$ cat config.mk
export PLATFORM = sky130hd
export DESIGN_NAME = digit_serial_adder
export DESIGN_NICKNAME = d
export VERILOG_FILES = /design/src/rtl/digit_serial_adder.sv
export SDC_FILE = /design/constraint.sdc
export NUM_CORES = 1
export LEC_CHECK = 0
export CAP_MARGIN = 20
export CORE_MARGIN = 2
export CORE_UTILIZATION = 25
export DETAILED_ROUTE_END_ITERATION = 10
export PLACE_DENSITY_LB_ADDON = 0.25
export SETUP_SLACK_MARGIN = 0.1
export SLEW_MARGIN = 25
export SYNTH_ARGS = -nofsm -noshare
export SYNTH_HDL_FRONTEND = slang
export SYNTH_SLANG_ARGS = --single-unit
$ cat constraint.sdc
create_clock -name clk -period 2 [get_ports clk]
set_clock_uncertainty 0.05 [all_clocks]
set_input_delay 0.6 -clock clk [delete_from_list [all_inputs] [get_ports clk]]
set_output_delay 0.6 -clock clk [all_outputs]
set_load 0.03 [all_outputs]
$ cat src/rtl/digit_serial_adder.sv
// ---------------------------------------------------------------------------
// digit_serial_adder
//
// Digit-serial two's complement adder/subtractor. A WIDTH-bit operand pair
// is consumed DIGIT bits per clock, least significant digit first, through a
// ripple chain of DIGIT full-adder cells. The carry between digits is held
// in a flop, so the combinational path is one DIGIT-bit ripple no matter how
// wide the operands are.
//
// Parameters
//   WIDTH  operand/result width in bits (WIDTH >= DIGIT, WIDTH % DIGIT == 0)
//   DIGIT  bits processed per clock; an operation takes WIDTH/DIGIT cycles
//
// Ports
//   clk    in   single clock, rising edge
//   rst_n  in   asynchronous active-low reset
//   start  in   request an operation (taken in IDLE or DONE, ignored in RUN)
//   sub    in   0: a+b, 1: a-b; sampled with start
//   a, b   in   WIDTH-bit operands; sampled with start
//   busy   out  high while digits are being processed
//   done   out  one-cycle pulse when a new result is presented
//   sum    out  WIDTH-bit result (modulo 2^WIDTH)
//   cout   out  carry out of the MSB (for subtraction, 1 = no borrow)
//   ovf    out  signed overflow (carry into MSB xor carry out of MSB)
// ---------------------------------------------------------------------------

// Single-bit full adder cell used to build each digit slice.
module full_adder (
  input  logic x,
  input  logic y,
  input  logic ci,
  output logic s,
  output logic co
);

  assign s  = x ^ y ^ ci;
  assign co = (x & y) | (ci & (x ^ y));

endmodule

module digit_serial_adder #(
  parameter int WIDTH = 16,
  parameter int DIGIT = 1
) (
  input  logic             clk,
  input  logic             rst_n,
  input  logic             start,
  input  logic             sub,
  input  logic [WIDTH-1:0] a,
  input  logic [WIDTH-1:0] b,
  output logic             busy,
  output logic             done,
  output logic [WIDTH-1:0] sum,
  output logic             cout,
  output logic             ovf
);

  localparam int STEPS = WIDTH / DIGIT;
  // A single-step configuration still needs a one-bit counter to exist.
  localparam int CW = (STEPS > 1) ? $clog2(STEPS) : 1;
  localparam logic [CW-1:0] LAST = CW'(STEPS - 1);

  // Refuse to elaborate a configuration that cannot tile the operand.
  if (DIGIT < 1 || WIDTH < DIGIT || (WIDTH % DIGIT) != 0) begin : g_bad_params
    $error("digit_serial_adder: WIDTH must be a positive multiple of DIGIT");
  end

  typedef enum logic [1:0] {
    IDLE = 2'd0,
    RUN  = 2'd1,
    DONE = 2'd2
  } state_t;

  state_t state;
  state_t state_next;

  // Operand shift registers; the low DIGIT bits feed the adder slice.
  logic [WIDTH-1:0] a_sr;
  logic [WIDTH-1:0] b_sr;

  // Partial result being assembled; digits enter at the top and move down.
  logic [WIDTH-1:0] res_sr;
  logic [WIDTH-1:0] res_next;

  // Carry passed from one digit to the next.
  logic             carry;
  logic [CW-1:0]    cnt;

  // Result registers that drive the outputs; they only change when an
  // operation completes so observers never see a partially built sum.
  logic [WIDTH-1:0] sum_q;
  logic             cout_q;
  logic             ovf_q;

  // Ripple chain across one digit: c[0] is the stored carry, c[DIGIT] is the
  // carry leaving the digit, c[DIGIT-1] the carry into its top bit.
  logic [DIGIT:0]   c;
  logic [DIGIT-1:0] dsum;

  logic accept;
  logic last_step;

  // A new operation is taken whenever the unit is not mid-computation, which
  // lets a start in the DONE cycle chain straight into the next operation.
  assign accept    = start && (state != RUN);
  assign last_step = (state == RUN) && (cnt == LAST);

  assign c[0] = carry;

  for (genvar i = 0; i < DIGIT; i++) begin : g_fa
    full_adder u_fa (
      .x  (a_sr[i]),
      .y  (b_sr[i]),
      .ci (c[i]),
      .s  (dsum[i]),
      .co (c[i+1])
    );
  end

  // The result register shifts right by one digit and the fresh digit lands
  // in the top DIGIT bits. After STEPS shifts the first digit has reached
  // bit 0. Writing the shift as a whole-register operation keeps it valid
  // when DIGIT equals WIDTH.
  always_comb begin
    res_next                   = res_sr >> DIGIT;
    res_next[WIDTH-1 -: DIGIT] = dsum;
  end

  // State register.
  always_ff @(posedge clk or negedge rst_n) begin
    if (!rst_n) begin
      state <= IDLE;
    end else begin
      state <= state_next;
    end
  end

  // Next-state logic.
  always_comb begin
    state_next = state;
    unique case (state)
      IDLE: begin
        if (start) begin
          state_next = RUN;
        end
      end
      RUN: begin
        if (cnt == LAST) begin
          state_next = DONE;
        end
      end
      DONE: begin
        if (start) begin
          state_next = RUN;
        end else begin
          state_next = IDLE;
        end
      end
      default: begin
        state_next = IDLE;
      end
    endcase
  end

  // Output logic: status decodes the state, results come from the result
  // registers.
  always_comb begin
    busy = (state == RUN);
    done = (state == DONE);
    sum  = sum_q;
    cout = cout_q;
    ovf  = ovf_q;
  end

  // Datapath. Subtraction is a + ~b + 1: B is inverted on capture and the
  // "+1" is injected as the initial carry. On the final digit the assembled
  // result and both MSB carries are committed to the output registers.
  always_ff @(posedge clk or negedge rst_n) begin
    if (!rst_n) begin
      a_sr   <= '0;
      b_sr   <= '0;
      res_sr <= '0;
      carry  <= 1'b0;
      cnt    <= '0;
      sum_q  <= '0;
      cout_q <= 1'b0;
      ovf_q  <= 1'b0;
    end else if (accept) begin
      a_sr  <= a;
      b_sr  <= b ^ {WIDTH{sub}};
      carry <= sub;
      cnt   <= '0;
    end else if (state == RUN) begin
      a_sr   <= a_sr >> DIGIT;
      b_sr   <= b_sr >> DIGIT;
      res_sr <= res_next;
      carry  <= c[DIGIT];
      cnt    <= cnt + CW'(1);
      if (last_step) begin
        sum_q  <= res_next;
        cout_q <= c[DIGIT];
        ovf_q  <= c[DIGIT] ^ c[DIGIT-1];
      end
    end
  end

endmodule

# == Word-level counts from Yosys, hierarchy flattened ==
# Cells that the tools add are included.
# op_classes
n_reduce_logical,7
muxes,12
n_eq_ne,6
bitwise_logic,8
add_sub_neg,1
# ops
operator,count
16-bit two-way mux,4
16-bit XOR,1
4-bit two-way mux,2
2-bit one-hot mux with 3 select lines,1
4-bit by 1-bit adder with 4-bit output (second input constant),1
4-bit equality test (second input constant),1
2-bit two-way mux,2
2-bit by 1-bit inequality test with 1-bit output (second input constant),2
2-bit AND reduction,2
1-bit two-way mux,3
3-bit AND reduction,1
1-bit XOR,3
1-bit AND,2
2-bit by 1-bit equality test with 1-bit output (second input constant),1
2-bit equality test (second input constant),1
1-bit logical AND,2
2-bit logical NOT,1
2-bit inequality test (second input constant),1
2-bit nonzero test,1
1-bit inverter,1
1-bit bitwise OR,1
# word_totals
ff_bits,73
in_bits,36

# == Depth between registers and ports, before layout ==
# logic_depth
word_depth,5
mapped_depth,6
depth_no_buf,4

# == Hierarchy ==
# From an unflattened synthesis, not the netlist that was laid out.
# hier_totals
cells_unflattened,290
area_unflattened_um2,3230.6
# by_module_without_submodules
mod,cells_per_inst,instances,seq_area_each_um2,area_each_um2
digit_serial_adder,289,1,1801.7,3210.6
full_adder,1,1,0.0,20.0

# == Least setup slack after synthesis ==
# OpenSTA, ideal clock, no wires.
# synth_timing
kind,reg-to-output
start,register state[1]
end,output busy
path_slack_ns,0.370
n_path_buf,2
path_stages_with_launch,5
t_required_ns,1.350
arrival_ns,0.980
cell_sequence,dfrtp_1 nand2b_4 inv_2 buf_2 buf_2
# synth_via
elab_chain_len,1
# synth_lines
item,line_no,text
start: declaration,74,state_t state;
start signal: assignment,134,state <= state_next;
2-bit by 1-bit equality test with 1-bit output,168,busy = (state == RUN);
end: declaration,51,"output logic busy,"
# Every way passes these cells.

# == Final worst setup path ==
# layout_timing
start,register state[0]
end,output busy
# The elaborated chain is that of the path after synthesis.

==> impl_metrics.prom <==
# TYPE chip_impl_metric gauge
chip_impl_metric{name="clk_latency",unit="ns"} 0.33
chip_impl_metric{name="antenna_left",unit=""} 0
chip_impl_metric{name="placement_rows",unit=""} 41
chip_impl_metric{name="core-area",unit="mm2"} 0.0126
chip_impl_metric{name="critPathArrivalTime",unit="ns"} 1.12
chip_impl_info{name="rsz0062_at_grt",value="no"} 1
chip_impl_metric{name="floorplan.die.width",unit="um"} 118
chip_impl_metric{name="drt_wl_total",unit="mm"} 6.62
chip_impl_metric{name="synth.ff_latch_count",unit=""} 72
chip_impl_metric{name="ys_types",unit=""} 26
chip_impl_info{name="cp-end-kind",value="primary output"} 1
chip_impl_metric{name="setup_viol",unit=""} 0
chip_impl_info{name="kind_of_launch_point_of_the_worst_setup_path",value="flop"} 1
chip_impl_metric{name="grtUsageTotal",unit="%"} 10.5
chip_impl_metric{name="instances_no_fill",unit=""} 522
chip_impl_metric{name="required",unit="ns"} 1.35
chip_impl_metric{name="tightest_slew_margin_relative_to_the_limit",unit="%"} 66.5
chip_impl_metric{name="synth_area",unit="mm2"} 0.00323
chip_impl_metric{name="post_synth_inst_count",unit=""} 290
chip_impl_info{name="reg2reg_to",value="sum[4]$_DFFE_PN0P_"} 1
chip_impl_metric{name="max-vdd-ir-drop",unit="uV"} 452
chip_impl_metric{name="fin_setup_tns",unit="ns"} 0
chip_impl_metric{name="drt_pre_antenna_iters",unit=""} 4
chip_impl_metric{name="grt_first_pass_wirelength",unit="mm"} 11.6
chip_impl_metric{name="syn-mean-instance-area",unit="um2"} 11.1
chip_impl_metric{name="tritoncts.num_buffers",unit=""} 9
chip_impl_metric{name="numPortBuffers",unit=""} 55
chip_impl_metric{name="final.min_clock_period",unit="ns"} 1.77
chip_impl_metric{name="layout-drive-gt1-share",unit="%"} 14.3
chip_impl_metric{name="nets_finish",unit=""} 383
chip_impl_metric{name="route.detailed.wl_per_inst",unit="um"} 12.7
chip_impl_metric{name="cts-root-to-sink-buffers",unit=""} 2
chip_impl_metric{name="gp_congestion",unit=""} 0.662
chip_impl_info{name="critPathCapture",value="busy"} 1
chip_impl_info{name="clock_tree_from_tritoncts",value="done"} 1
chip_impl_metric{name="grt_max_degree",unit=""} 56
chip_impl_metric{name="report.final.hold_viol_count",unit=""} 0
chip_impl_info{name="run_status",value="complete, no violations"} 1
chip_impl_metric{name="syn_nets",unit=""} 328
chip_impl_metric{name="areaGrowthSynthToFinish",unit="%"} 30.3
chip_impl_metric{name="synth_seq_area_share",unit="%"} 55.7
chip_impl_metric{name="fill_cells",unit=""} 1335
chip_impl_metric{name="drv.max_cap_violation_count",unit=""} 0
chip_impl_metric{name="count_of_flip_flops_with_a_built_in_enable_after_synthesis",unit=""} 0
chip_impl_metric{name="area_of_all_placed_cells_without_fillers",unit="mm2"} 0.00421
chip_impl_metric{name="number_of_antenna_violations_at_the_first_check_in_global_routing",unit=""} 0
chip_impl_metric{name="placed_cell_area",unit="mm2"} 0.00397
chip_impl_metric{name="boundaryPins",unit=""} 56
chip_impl_metric{name="timing.fmax",unit="MHz"} 564
chip_impl_metric{name="r2r_slack",unit="ns"} 0.32
chip_impl_metric{name="overflow",unit=""} 0
chip_impl_info{name="timing.critical_path.from",value="state[0]$_DFFE_PN0P_"} 1
chip_impl_metric{name="regArea",unit="mm2"} 0.00180
chip_impl_metric{name="clk_pin_slew_worst_paths",unit="ns"} 0.06
chip_impl_metric{name="cellPowerDensity",unit="mW/mm2"} 1350
chip_impl_metric{name="detail_route.drc_violations",unit=""} 0
chip_impl_info{name="primary_flip_flop_cell_chosen_by_synthesis_mapping",value="sky130_fd_sc_hd__dfrtp_1"} 1
chip_impl_metric{name="finalPower",unit="mW"} 5.67
chip_impl_metric{name="first_iter_violations",unit=""} 103
chip_impl_metric{name="synth_async_sr_flop_share",unit="%"} 100
chip_impl_info{name="timing.hold.worst.class",value="primary input to asynchronous set/reset pin"} 1
chip_impl_metric{name="critPathMaxFanout",unit=""} 4
chip_impl_metric{name="dp_cells",unit=""} 506
chip_impl_metric{name="buffers_inserted_by_post_cts_timing_repair",unit=""} 0
chip_impl_metric{name="cts.sinks",unit=""} 72
chip_impl_metric{name="cts_max_level",unit=""} 3
chip_impl_metric{name="first_global_vias",unit=""} 2268
chip_impl_metric{name="half_perimeter_wire_length_of_the_detailed_placement_result",unit="mm"} 4.33
chip_impl_info{name="r2r-start",value="cnt[0]$_DFFE_PN0P_"} 1
chip_impl_metric{name="ys.warnings.count",unit=""} 0
chip_impl_metric{name="leakage_power",unit="nW"} 2.03
chip_impl_metric{name="initial_utilization",unit="%"} 25.6
chip_impl_metric{name="die_area",unit="mm2"} 0.0139
chip_impl_metric{name="multi_input_area",unit="mm2"} 0.00131
chip_impl_metric{name="post-route-period-util",unit="%"} 88.7
chip_impl_metric{name="routed_via_density",unit=""} 4.12
chip_impl_metric{name="slew_violations",unit=""} 0
chip_impl_metric{name="antenna_cells_inserted",unit=""} 0
chip_impl_metric{name="timing_worst_slew_pin_value",unit="ns"} 0.502
chip_impl_info{name="critical_path_class",value="flop to primary output"} 1
chip_impl_metric{name="die_h",unit="um"} 118
chip_impl_metric{name="via_count",unit=""} 2152
chip_impl_info{name="cts_root_buf",value="sky130_fd_sc_hd__clkbuf_16"} 1
chip_impl_metric{name="timing.reg2reg.worst_path_depth",unit=""} 4
critical path, stage by stage (launching register included):
cell	delay, ns
sky130_fd_sc_hd__dfrtp_1	0.38
sky130_fd_sc_hd__buf_4	0.15
sky130_fd_sc_hd__nand2b_4	0.06
sky130_fd_sc_hd__inv_2	0.05
sky130_fd_sc_hd__buf_4	0.16
area by class of cell:
class                   count  area share [%]
clock buffers               9            5.34
clock inverters             7            1.13
inverters                   2           0.178
multi-input cells         197            31.0
flip-flops and latches     72            42.8
well taps                 172            5.11
repair buffers             63            14.5
flip-flops by register name, indices dropped and copies added, names as in the netlist:
signal,count
res_sr,15
carry,1
a_sr,16
cout,1
state,2
b_sr,16
ovf,1
sum,16
cnt,4
power by group:
| part | total [mW] | internal (mW) | switching [mW] |
|---|---|---|---|
| registers | 2.39 | 2.04 | 0.347 |
| clock network | 1.47 | 0.839 | 0.633 |
| logic | 1.81 | 0.762 | 1.05 |
| total | 5.67 | 3.64 | 2.03 |
synthesized netlist by cell type (2+ instances only):
library cell	n	area (um2)
sky130_fd_sc_hd__a21oi_1	2	10.0
sky130_fd_sc_hd__buf_2	9	45.0
sky130_fd_sc_hd__buf_4	3	22.5
sky130_fd_sc_hd__clkbuf_1	5	18.8
sky130_fd_sc_hd__dfrtp_1	72	1800
sky130_fd_sc_hd__mux2_2	10	113
sky130_fd_sc_hd__mux2_4	8	120
sky130_fd_sc_hd__mux2i_1	33	330
sky130_fd_sc_hd__nand2_1	79	297
sky130_fd_sc_hd__nand3_1	3	15.0
sky130_fd_sc_hd__nor2_1	2	7.51
sky130_fd_sc_hd__o21ai_0	34	170
sky130_fd_sc_hd__xnor2_1	2	17.5
sky130_fd_sc_hd__xor2_1	16	140
cell families after synthesis:
family | after synthesis | synth area share [%]
AOI/OAI and AO/OA | 38 | 6.00
adders and majority gates | 2 | 1.01
and+or+nand+nor | 88 | 11.1
DFF | 72 | 55.7
xor gates and xnor gates | 18 | 4.88
buffers and inverters | 21 | 3.87
muxes | 51 | 17.4
worst min-delay path by stage:
stage / endpoint / cells after the start
2_1_floorplan: a_sr[0]$_DFFE_PN0P_ / 0
3_3_place_gp: b_sr[14]$_DFFE_PN0P_ / 2
3_5_place_dp: a_sr[5]$_DFFE_PN0P_ / 2
4_1_cts: sum[9]$_DFFE_PN0P_ / 1
5_1_grt: sum[10]$_DFFE_PN0P_ / 1
6_report: sum[10]$_DFFE_PN0P_ / 1
per-stage QoR:
step	setup slack (ns)	util (%)	hold WS (ns)
6_report	0.226	33.4	0.129
5_1_grt	0.166	33.4	0.145
4_1_cts	0.0571	33.4	0.134
3_5_place_dp	0.130	31.4	0.418
3_3_place_gp	0.143	31.4	0.409
2_1_floorplan	0.370	-	0.254
per-layer routing:
layer / global-route usage [%] / wire length, um / vias to the layer above / part of all wire, %
met4: 3.09 / 84 / 0 / 1.3
met3: 4.17 / 370 / 6 / 5.6
met2: 16.8 / 3070 / 39 / 46
met5: 0 / 0 / - / 0
met1: 13.0 / 3100 / 1038 / 47
li1: - / - / 1069 / -
layout by cell type (no fill, tap or decap):
cell,n
sky130_fd_sc_hd__a211oi_1,1
sky130_fd_sc_hd__a21oi_1,2
sky130_fd_sc_hd__and2_4,1
sky130_fd_sc_hd__and3_4,1
sky130_fd_sc_hd__buf_12,3
sky130_fd_sc_hd__buf_2,1
sky130_fd_sc_hd__buf_4,7
sky130_fd_sc_hd__clkbuf_16,9
sky130_fd_sc_hd__clkbuf_2,1
sky130_fd_sc_hd__clkdlybuf4s50_1,33
sky130_fd_sc_hd__clkinv_2,3
sky130_fd_sc_hd__clkinv_4,1
sky130_fd_sc_hd__clkinvlp_4,2
sky130_fd_sc_hd__dfrtp_1,72
sky130_fd_sc_hd__dlygate4sd2_1,18
sky130_fd_sc_hd__fa_1,1
sky130_fd_sc_hd__ha_1,1
sky130_fd_sc_hd__inv_1,1
sky130_fd_sc_hd__inv_2,1
sky130_fd_sc_hd__inv_6,1
sky130_fd_sc_hd__mux2_2,10
sky130_fd_sc_hd__mux2_4,8
sky130_fd_sc_hd__mux2i_1,33
sky130_fd_sc_hd__nand2_1,79
sky130_fd_sc_hd__nand2b_4,1
sky130_fd_sc_hd__nand3_1,3
sky130_fd_sc_hd__nor2_1,2
sky130_fd_sc_hd__nor2b_1,1
sky130_fd_sc_hd__o21ai_0,34
sky130_fd_sc_hd__o22ai_1,1
sky130_fd_sc_hd__xnor2_1,2
sky130_fd_sc_hd__xor2_1,16
what timing repair did:
| action | CTS | global route |
|---|---|---|
| hold buffers | 0 | 0 |
| endpoints found under the setup margin | 19 | 1 |
| resized for setup | 19 | 2 |
| gates cloned | 0 | 0 |
(Power assumes the default switching activity.)
